<file path="src/rtl/gpio_input_capture.sv">
// gpio_input_capture
//   Synchronizes, optionally debounces and edge-detects a bank of N+1 GPIO
//   input pins. Detected edges that are enabled set sticky pending flags.
//   o_irq is the OR of all pending flags.
//
// Parameters
//   N          index of the port MSB (port width N+1)
//   DB_CYCLES  debounce qualification length in clocks (2..255). Only used
//              when GPIO_INPUT_DEBOUNCE_EN is defined.
//
// Build option
//   GPIO_INPUT_DEBOUNCE_EN  when defined, compiles a per-bit debounce counter.
//                           A new level must then be held for DB_CYCLES clocks
//                           before it is accepted. When undefined, the
//                           synchronized level is accepted every clock.
//
// Ports
//   i_clk            single clock, rising edge
//   i_rst            synchronous active-high reset
//   i_pin_states     asynchronous pin levels
//   i_data_dir       per-bit direction, 1 = output (capture disabled)
//   i_rise_en        per-bit rising-edge event enable
//   i_fall_en        per-bit falling-edge event enable
//   i_pend_clr       per-bit pending clear, sampled every clock
//   o_data_received  qualified pin state, forced to 0 on output bits
//   o_pending        sticky edge-event flags
//   o_irq            OR of o_pending
module gpio_input_capture #(
   parameter int unsigned N         = 15,
   parameter int unsigned DB_CYCLES = 4
) (
   input  logic         i_clk,
   input  logic         i_rst,
   input  logic [N:0]   i_pin_states,
   input  logic [N:0]   i_data_dir,
   input  logic [N:0]   i_rise_en,
   input  logic [N:0]   i_fall_en,
   input  logic [N:0]   i_pend_clr,
   output logic [N:0]   o_data_received,
   output logic [N:0]   o_pending,
   output logic         o_irq
);

   if (DB_CYCLES < 2 || DB_CYCLES > 255) begin : g_bad_db_cycles
      $error("gpio_input_capture: DB_CYCLES must be in 2..255");
   end

   logic [N:0] r_sync1;
   logic [N:0] r_sync2;
   logic [N:0] r_stable;
   logic [N:0] r_pending;
   logic [N:0] w_commit;   // input bit whose stable level changes this clock
   logic [N:0] w_rise;
   logic [N:0] w_fall;

`ifdef GPIO_INPUT_DEBOUNCE_EN
   localparam int unsigned CW = $clog2(DB_CYCLES);

   logic [CW-1:0] r_cnt [N+1];

   always_comb begin
      w_commit = '0;
      for (int unsigned i = 0; i < N + 1; i++) begin
         w_commit[i] = !i_data_dir[i] && (r_sync2[i] != r_stable[i]) &&
                       (r_cnt[i] == CW'(DB_CYCLES - 1));
      end
   end

   // Output bits track the pin directly with the counter parked at 0, so a
   // later switch to input starts from an already-agreeing stable value.
   always_ff @(posedge i_clk) begin
      if (i_rst) begin
         r_stable <= '0;
         for (int unsigned i = 0; i < N + 1; i++) begin
            r_cnt[i] <= '0;
         end
      end else begin
         for (int unsigned i = 0; i < N + 1; i++) begin
            if (i_data_dir[i]) begin
               r_stable[i] <= r_sync2[i];
               r_cnt[i]    <= '0;
            end else if (r_sync2[i] == r_stable[i]) begin
               r_cnt[i]    <= '0;
            end else if (w_commit[i]) begin
               r_stable[i] <= r_sync2[i];
               r_cnt[i]    <= '0;
            end else begin
               r_cnt[i]    <= r_cnt[i] + CW'(1);
            end
         end
      end
   end
`else
   always_comb begin
      w_commit = ~i_data_dir & (r_sync2 ^ r_stable);
   end

   always_ff @(posedge i_clk) begin
      if (i_rst) begin
         r_stable <= '0;
      end else begin
         r_stable <= r_sync2;
      end
   end
`endif

   // A commit only happens when sync2 differs from stable, so sync2 alone
   // tells the edge direction.
   always_comb begin
      w_rise = w_commit & r_sync2;
      w_fall = w_commit & ~r_sync2;
   end

   // Set terms are ORed after the clear so a simultaneous set wins.
   always_ff @(posedge i_clk) begin
      if (i_rst) begin
         r_sync1   <= '0;
         r_sync2   <= '0;
         r_pending <= '0;
      end else begin
         r_sync1   <= i_pin_states;
         r_sync2   <= r_sync1;
         r_pending <= (r_pending & ~i_pend_clr) |
                      (w_rise & i_rise_en) |
                      (w_fall & i_fall_en);
      end
   end

   assign o_data_received = r_stable & ~i_data_dir;
   assign o_pending       = r_pending;
   assign o_irq           = |r_pending;

endmodule
</file>
<file path="config.mk">
export PLATFORM = sky130hd
export DESIGN_NAME = gpio_input_capture
export DESIGN_NICKNAME = d
export VERILOG_FILES = /design/src/rtl/gpio_input_capture.sv
export SDC_FILE = /design/constraint.sdc
export NUM_CORES = 1
export LEC_CHECK = 0
export BUFFER_PORTS_ARGS = -buffer_cell sky130_fd_sc_hd__buf_2
export CELL_PAD_IN_SITES_DETAIL_PLACEMENT = 0
export CELL_PAD_IN_SITES_GLOBAL_PLACEMENT = 1
export CORE_MARGIN = 1
export CORE_UTILIZATION = 33
export CTS_CLUSTER_DIAMETER = 100
export CTS_CLUSTER_SIZE = 10
export DETAILED_ROUTE_END_ITERATION = 8
export PLACE_DENSITY_LB_ADDON = 0.05
export SETUP_SLACK_MARGIN = 0.02
export SLEW_MARGIN = 5
export SYNTH_ARGS = -nofsm -noshare
export SYNTH_HDL_FRONTEND = slang
export SYNTH_SLANG_ARGS = --single-unit
</file>
<file path="constraint.sdc">
create_clock -name i_clk -period 0.9 [get_ports i_clk]
set_input_delay 0.18 -clock i_clk [delete_from_list [all_inputs] [get_ports i_clk]]
set_output_delay 0.18 -clock i_clk [all_outputs]
set_load 0.1 [all_outputs]
</file>
==> impl_metrics.py, run 1 <==
metrics = {
    "status": {
        "run_status": "finished, violations left",
        "violations": "setup timing",
    },
    "grt": {
        "antenna_found_initial": 0,
        "grt_pass1_wl_um": 8960,
        "overflow": 0,
        "first_global_vias": 1985,
        "grt_usage_pct": 15.7,
        "grt_max_degree": 36,
    },
    "floorplanning": {
        "die_y_um": 86.6,
        "row_count": 30,
        "core_area_um2": 6870,
        "start_util_pct": 34.4,
        "dieArea_um2": 7490,
        "num_io_pins": 115,
        "die_w_um": 86.6,
    },
    "placed_design": {
        "dp.cells": 443,
        "pre_cts_slack_ns": -0.459,
        "place_hpwl_um": 3990,
        "io_buffers": 114,
        "place_congestion": 0.694,
    },
    "sta": {
        "fmax_ghz": 0.639,
        "maxSlewHeadroom_pct": 80.8,
        "fin_ws_ns": -0.664,
        "hold_viol": 0,
        "finalCritPeriodShare_pct": 174,
        "worst_pin_slew_ns": 0.286,
        "rsz0062_at_grt": "true",
        "clock_skew_ns": 0.00525,
        "whs_ns": 0.0517,
        "fin_crit_ns": 1.56,
        "drv_slew": 0,
        "setup_viol": 41,
    },
    "layout": {
        "insertedDiodeCount": 0,
        "utilization_pct": 61.9,
        "synthToLayoutAreaGrowth_pct": 80.2,
        "drive_gt1_share_pct": 61.9,
        "final_cell_count_no_fill": 469,
        "nets": 450,
    },
    "setup_path": {
        "critPathLaunchType": "register",
        "ff2ff_setup_slack_ns": -0.16,
        "crit_type": "register to primary output",
        "endpoint_kind": "primary output",
        "crit_chain": "nor4_2 -> buf_4 -> nand4_1 -> buf_6",
        "cp_top_family": "flip-flops",
        "crit_arrival_ns": 1.38,
        "max_stage_delay_ns": 0.35,
        "timing.critical_path.buf_inv": 2,
        "crit_fanout": 2,
        "cp.required_ns": 0.72,
        "cp_slowest_cell": "dfxtp_4",
    },
    "route": {
        "routed_via_density": 4.25,
        "dr.pass1.iters": 4,
        "wirelength_um": 5440,
        "wl_per_cell_um": 11.6,
        "route.detailed.drc": 0,
        "drt-initial-drc-count": 50,
        "num_vias": 1995,
        "detail-route-antenna-nets": 0,
    },
    "min_path": {
        "hold_path.class": "input port to register",
    },
    "pwr": {
        "powerDensity_nw_per_um2": 1460,
        "peakVddDrop_uv": 854,
        "total_leakage_power_nw": 1.69,
    },
    "clock_tree": {
        "root_buffer": "clkbuf_8",
        "cts_tree": "yes",
        "clock_latency_ns": 0.33,
        "h-tree-depth": 3,
        "clockBufferDepth": 2,
        "clock_sink_count": 64,
        "clkTransAtPathRegs_ns": 0.07,
        "numCtsBuffers": 9,
    },
    "run": {
        "cap_violations": 0,
    },
    "yosys": {
        "netlist_instances": 220,
        "ys_seq_area_share_pct": 54.3,
        "syn-num-nets": 302,
        "synth.avg_cell_area_um2": 10.7,
        "synthesis.area_um2": 2360,
        "yosysWarnings": 0,
        "synth_cell_types": 11,
        "synth_seq_cells": 64,
    },
}
==> where the power goes <==
part	internal (mW)	switching (mW)	leakage, nW
Sequential	2.90	0.0498	0.547
Clock	1.31	1.01	0.102
Combinational	0.445	0.490	1.05
Total	4.66	1.55	1.69
==> cell type report <==
type                            count  area [um^2]
Sequential cell                    64         1370
Clock inverter                      2         10.0
Tap cell                           96          120
Multi-Input combinational cell    149         1170
Fill cell                         577         2620
Timing Repair Buffer              144         1390
Clock buffer                       14          184
==> synthesized netlist by cell type <==
cell type	number	share of area, %
nor2b_1	64	17
buf_2	4	0.85
buf_4	2	0.64
nand4_1	1	0.27
a21o_1	16	5.1
dfxtp_1	64	54
nand2b_1	16	4.2
nand3b_1	32	10
nor4_1	4	1.1
buf_6	1	0.48
a21oi_2	16	5.9
==> stage by stage <==
| step | setup TNS, ns | total power, mW | cell area (um^2) |
|---|---|---|---|
| 2_1_floorplan | -2.69 | 3.49 | 2560 |
| 3_3_place_gp | -0.433 | 3.89 | 3860 |
| 3_5_place_dp | -0.459 | 3.90 | 3860 |
| 4_1_cts | -9.74 | 6.28 | 4200 |
| 5_1_grt | -11.25 | 6.52 | 4250 |
| 6_report | -9.23 | 6.21 | 4250 |
==> flip-flops by register name, summed over array words and instances, names as in the netlist <==
name,flops
o_pending,16
r_stable,16
r_sync1,16
r_sync2,16
==> per-layer routing <==
metal,part of all wire (%),vias up,global-route usage (%),wire [um]
met5,0,-,0,0
met4,1.1,0,5.45,58
met3,7.0,5,6.67,381
met2,48,67,25.7,2600
met1,44,888,18.5,2400
li1,-,1035,-,-
==> final timing paths <==
path                    to             from  depth (start not counted)
min             r_sync1[8]  i_pin_states[8]                          2
max reg2reg  o_pending[12]     r_stable[12]                          5
max                  o_irq     o_pending[3]                          4
min reg2reg     r_sync2[3]       r_sync1[3]                          1
==> kinds of logic after synthesis <==
group	count (synthesis)	share of synthesized area, %
simple gates	117	32.7
flops	64	54.3
compound gates	32	11.0
buf+inv	7	1.96
==> what timing repair did <==
| action | in CTS | in global routing |
|---|---|---|
| pin swaps | 6 | 23 |
| hold buffers | 0 | 0 |
| buffers inserted | 10 | 10 |
| endpoints found under the setup margin | 38 | 49 |
| gates resized for setup | 22 | 21 |
==> worst register-to-register path: cells and delay by family (launching register included) <==
kind | cells | cell delay [ns]
flip-flops | 1 | 0.33
AO/OA/AOI/OAI | 2 | 0.30
buffers and inverters | 2 | 0.21
AND/OR/NAND/NOR | 1 | 0.15
==> cells in the final DEF (no fill, tap or decap) <==
| cell | n |
|---|---|
| clkinv_2 | 2 |
| nand3b_1 | 32 |
| nand4_1 | 1 |
| buf_6 | 24 |
| dfxtp_2 | 23 |
| dfxtp_1 | 25 |
| dfxtp_4 | 16 |
| clkbuf_8 | 11 |
| nor4_4 | 1 |
| a21oi_2 | 16 |
| clkbuf_1 | 2 |
| buf_2 | 81 |
| nor4_1 | 2 |
| buf_4 | 5 |
| buf_12 | 34 |
| nor2b_4 | 16 |
| nand2b_1 | 16 |
| clkbuf_16 | 1 |
| nor4_2 | 1 |
| nor2b_1 | 48 |
| a21o_1 | 16 |
(Power assumes the default switching activity.)
==> run 2, diff against run 1 <==
--- a/config.mk
+++ b/config.mk
@@ -5,7 +5,7 @@
 export SDC_FILE = /design/constraint.sdc
 export NUM_CORES = 1
 export LEC_CHECK = 0
-export BUFFER_PORTS_ARGS = -buffer_cell sky130_fd_sc_hd__buf_2
+export BUFFER_PORTS_ARGS = -buffer_cell sky130_fd_sc_hd__buf_4
 export CELL_PAD_IN_SITES_DETAIL_PLACEMENT = 0
 export CELL_PAD_IN_SITES_GLOBAL_PLACEMENT = 1
 export CORE_MARGIN = 1
==> impl_metrics.py, run 2 (synthesis results as in run 1) <==
metrics = {
    "clock_tree": {
        "clkTransAtPathRegs_ns": 0.06,
        "numCtsBuffers": 9,
        "h-tree-depth": 3,
        "root_buffer": "clkbuf_8",
        "cts_tree": "yes",
        "clock_sink_count": 64,
        "clock_latency_ns": 0.32,
        "cts-hold-fix-buffers": 0,
        "clockBufferDepth": 2,
    },
    "grt": {
        "busiest_layer": "met2",
        "overflow": 0,
        "met3_usage_pct": 4.76,
        "grt_usage_pct": 15.8,
        "grt_pass1_wl_um": 8950,
        "grt_util_met2_pct": 25.5,
        "first_global_vias": 1953,
        "grtUsageMet1_pct": 18.8,
        "grt_max_degree": 33,
        "antenna_found_initial": 0,
    },
    "setup_path": {
        "crit_type": "register to primary output",
        "timing.critical_path.buf_inv": 1,
        "ff2ff_setup_slack_ns": -0.05,
        "cp_slowest_cell": "dfxtp_4",
        "rr_worst_depth": 4,
        "r2r_end": "o_pending[4]",
        "cp.required_ns": 0.72,
        "max_stage_delay_ns": 0.34,
        "endpoint_kind": "primary output",
        "crit_fanout": 2,
        "cp_top_family": "simple AND/OR/NAND/NOR gates",
        "crit_chain": "nor4_2 -> nand4_1 -> buf_6",
        "crit_arrival_ns": 1.38,
        "r2r-start": "r_stable[4]",
        "critPathLaunchType": "register",
    },
    "floorplanning": {
        "row_count": 30,
        "num_io_pins": 115,
        "die_w_um": 86.6,
        "dieArea_um2": 7490,
        "core_area_um2": 6870,
        "die_y_um": 86.6,
        "start_util_pct": 34.4,
    },
    "layout": {
        "synthToLayoutAreaGrowth_pct": 87.7,
        "fillers": 573,
        "drive_gt1_share_pct": 61.8,
        "insertedDiodeCount": 0,
        "final_cell_count_no_fill": 468,
        "utilization_pct": 64.5,
        "fin_area_um2": 4430,
        "final_cell_mix": "buf_4 (85), nor2b_1 (48), buf_12 (34)",
        "nets": 450,
        "multi_input_area_um2": 1180,
        "layout_commonest_cell": "buf_4",
        "regArea_um2": 1370,
    },
    "sta": {
        "worst_pin_slew_ns": 0.291,
        "finalCritPeriodShare_pct": 173,
        "hold_viol": 0,
        "fin_ws_ns": -0.656,
        "rsz0062_at_grt": "true",
        "whs_ns": 0.0661,
        "setup_tns_ns": -8.83,
        "clock_skew_ns": 0.00602,
        "maxSlewHeadroom_pct": 80.5,
        "fmax_ghz": 0.643,
        "drv_slew": 0,
        "setup_viol": 41,
        "fin_crit_ns": 1.56,
    },
    "placed_design": {
        "post_dp_cell_area_um2": 3650,
        "place_congestion": 0.721,
        "pre_cts_slack_ns": -0.391,
        "dp.cells": 441,
        "io_buffers": 114,
        "place_hpwl_um": 3900,
    },
    "min_path": {
        "min_from": "i_pin_states[9]",
        "hold_depth": 2,
        "holdPathEnd": "r_sync1[9]",
        "hold_path.class": "input port to register",
    },
    "route": {
        "dr.pass1.iters": 4,
        "wl_per_cell_um": 11.9,
        "detail-route-antenna-nets": 0,
        "drt-initial-drc-count": 45,
        "num_vias": 2009,
        "routed_via_density": 4.29,
        "wirelength_um": 5560,
        "route.detailed.drc": 0,
    },
    "status": {
        "violations": "setup timing",
        "run_status": "finished, violations left",
    },
    "pwr": {
        "total_leakage_power_nw": 1.75,
        "peakVddDrop_uv": 805,
        "combPwrFrac_pct": 17.2,
        "swShare_pct": 24.7,
        "intPower_mw": 4.50,
        "p_sw_mw": 1.47,
        "power_frac_clock_pct": 33.3,
        "finalPower_mw": 5.98,
        "powerDensity_nw_per_um2": 1350,
        "pwr-share-seq_pct": 49.4,
    },
    "run": {
        "cap_violations": 0,
    },
}
[run 2: cell types whose count changed in the layout (fill, tap and decap cells not counted)]
cell and change:
buf_2 -81, clkbuf_1 +2, dfxtp_2 +1, buf_6 +1, clkinv_2 -1, clkbuf_16 -1, nor4_2 +1, buf_4 +80
dfxtp_1 -1, nor4_1 -1, clkbuf_8 -1
[run 2: layout make-up]
type | instances | share of cell area, %
timing repair buffer | 144 | 36.1
clock inverter | 1 | 0.113
clock buffer | 14 | 3.45
sequential | 64 | 31.0
tap | 96 | 2.71
multi-input combinational | 149 | 26.6
[run 2: how the worst max path moves through the flow]
stage	start	to	slack [ns]	cells past startpoint
after detailed placement	o_pending[14]	o_irq	-0.39	3
after floorplan	o_pending[15]	o_irq	-0.94	2
after global routing	o_pending[3]	o_irq	-0.72	3
final	o_pending[3]	o_irq	-0.66	3
after global placement	o_pending[15]	o_irq	-0.37	3
after CTS	o_pending[15]	o_irq	-0.64	3
[run 2: what timing repair did]
action / in CTS / in global routing
gates resized for setup: 118 / 26
endpoints found under the hold margin: 0 / 0
buffers inserted: 7 / 16
endpoints found under the setup margin: 35 / 49
pin swaps: 6 / 22
[run 2: layer usage]
metal	up-vias	routed length, um
met3	7	319
li1	1030	-
met1	905	2390
met2	67	2760
met5	-	0
met4	0	85
[run 2: power by group through the flow]
stage          clock [mW]  combinational [mW]  sequential, mW
3_5_place_dp            0               0.901            3.01
5_1_grt              2.26                1.08            2.97
3_3_place_gp            0               0.897            3.00
6_report             1.99                1.03            2.96
4_1_cts              2.09                1.02            2.95
2_1_floorplan           0               0.379            3.11
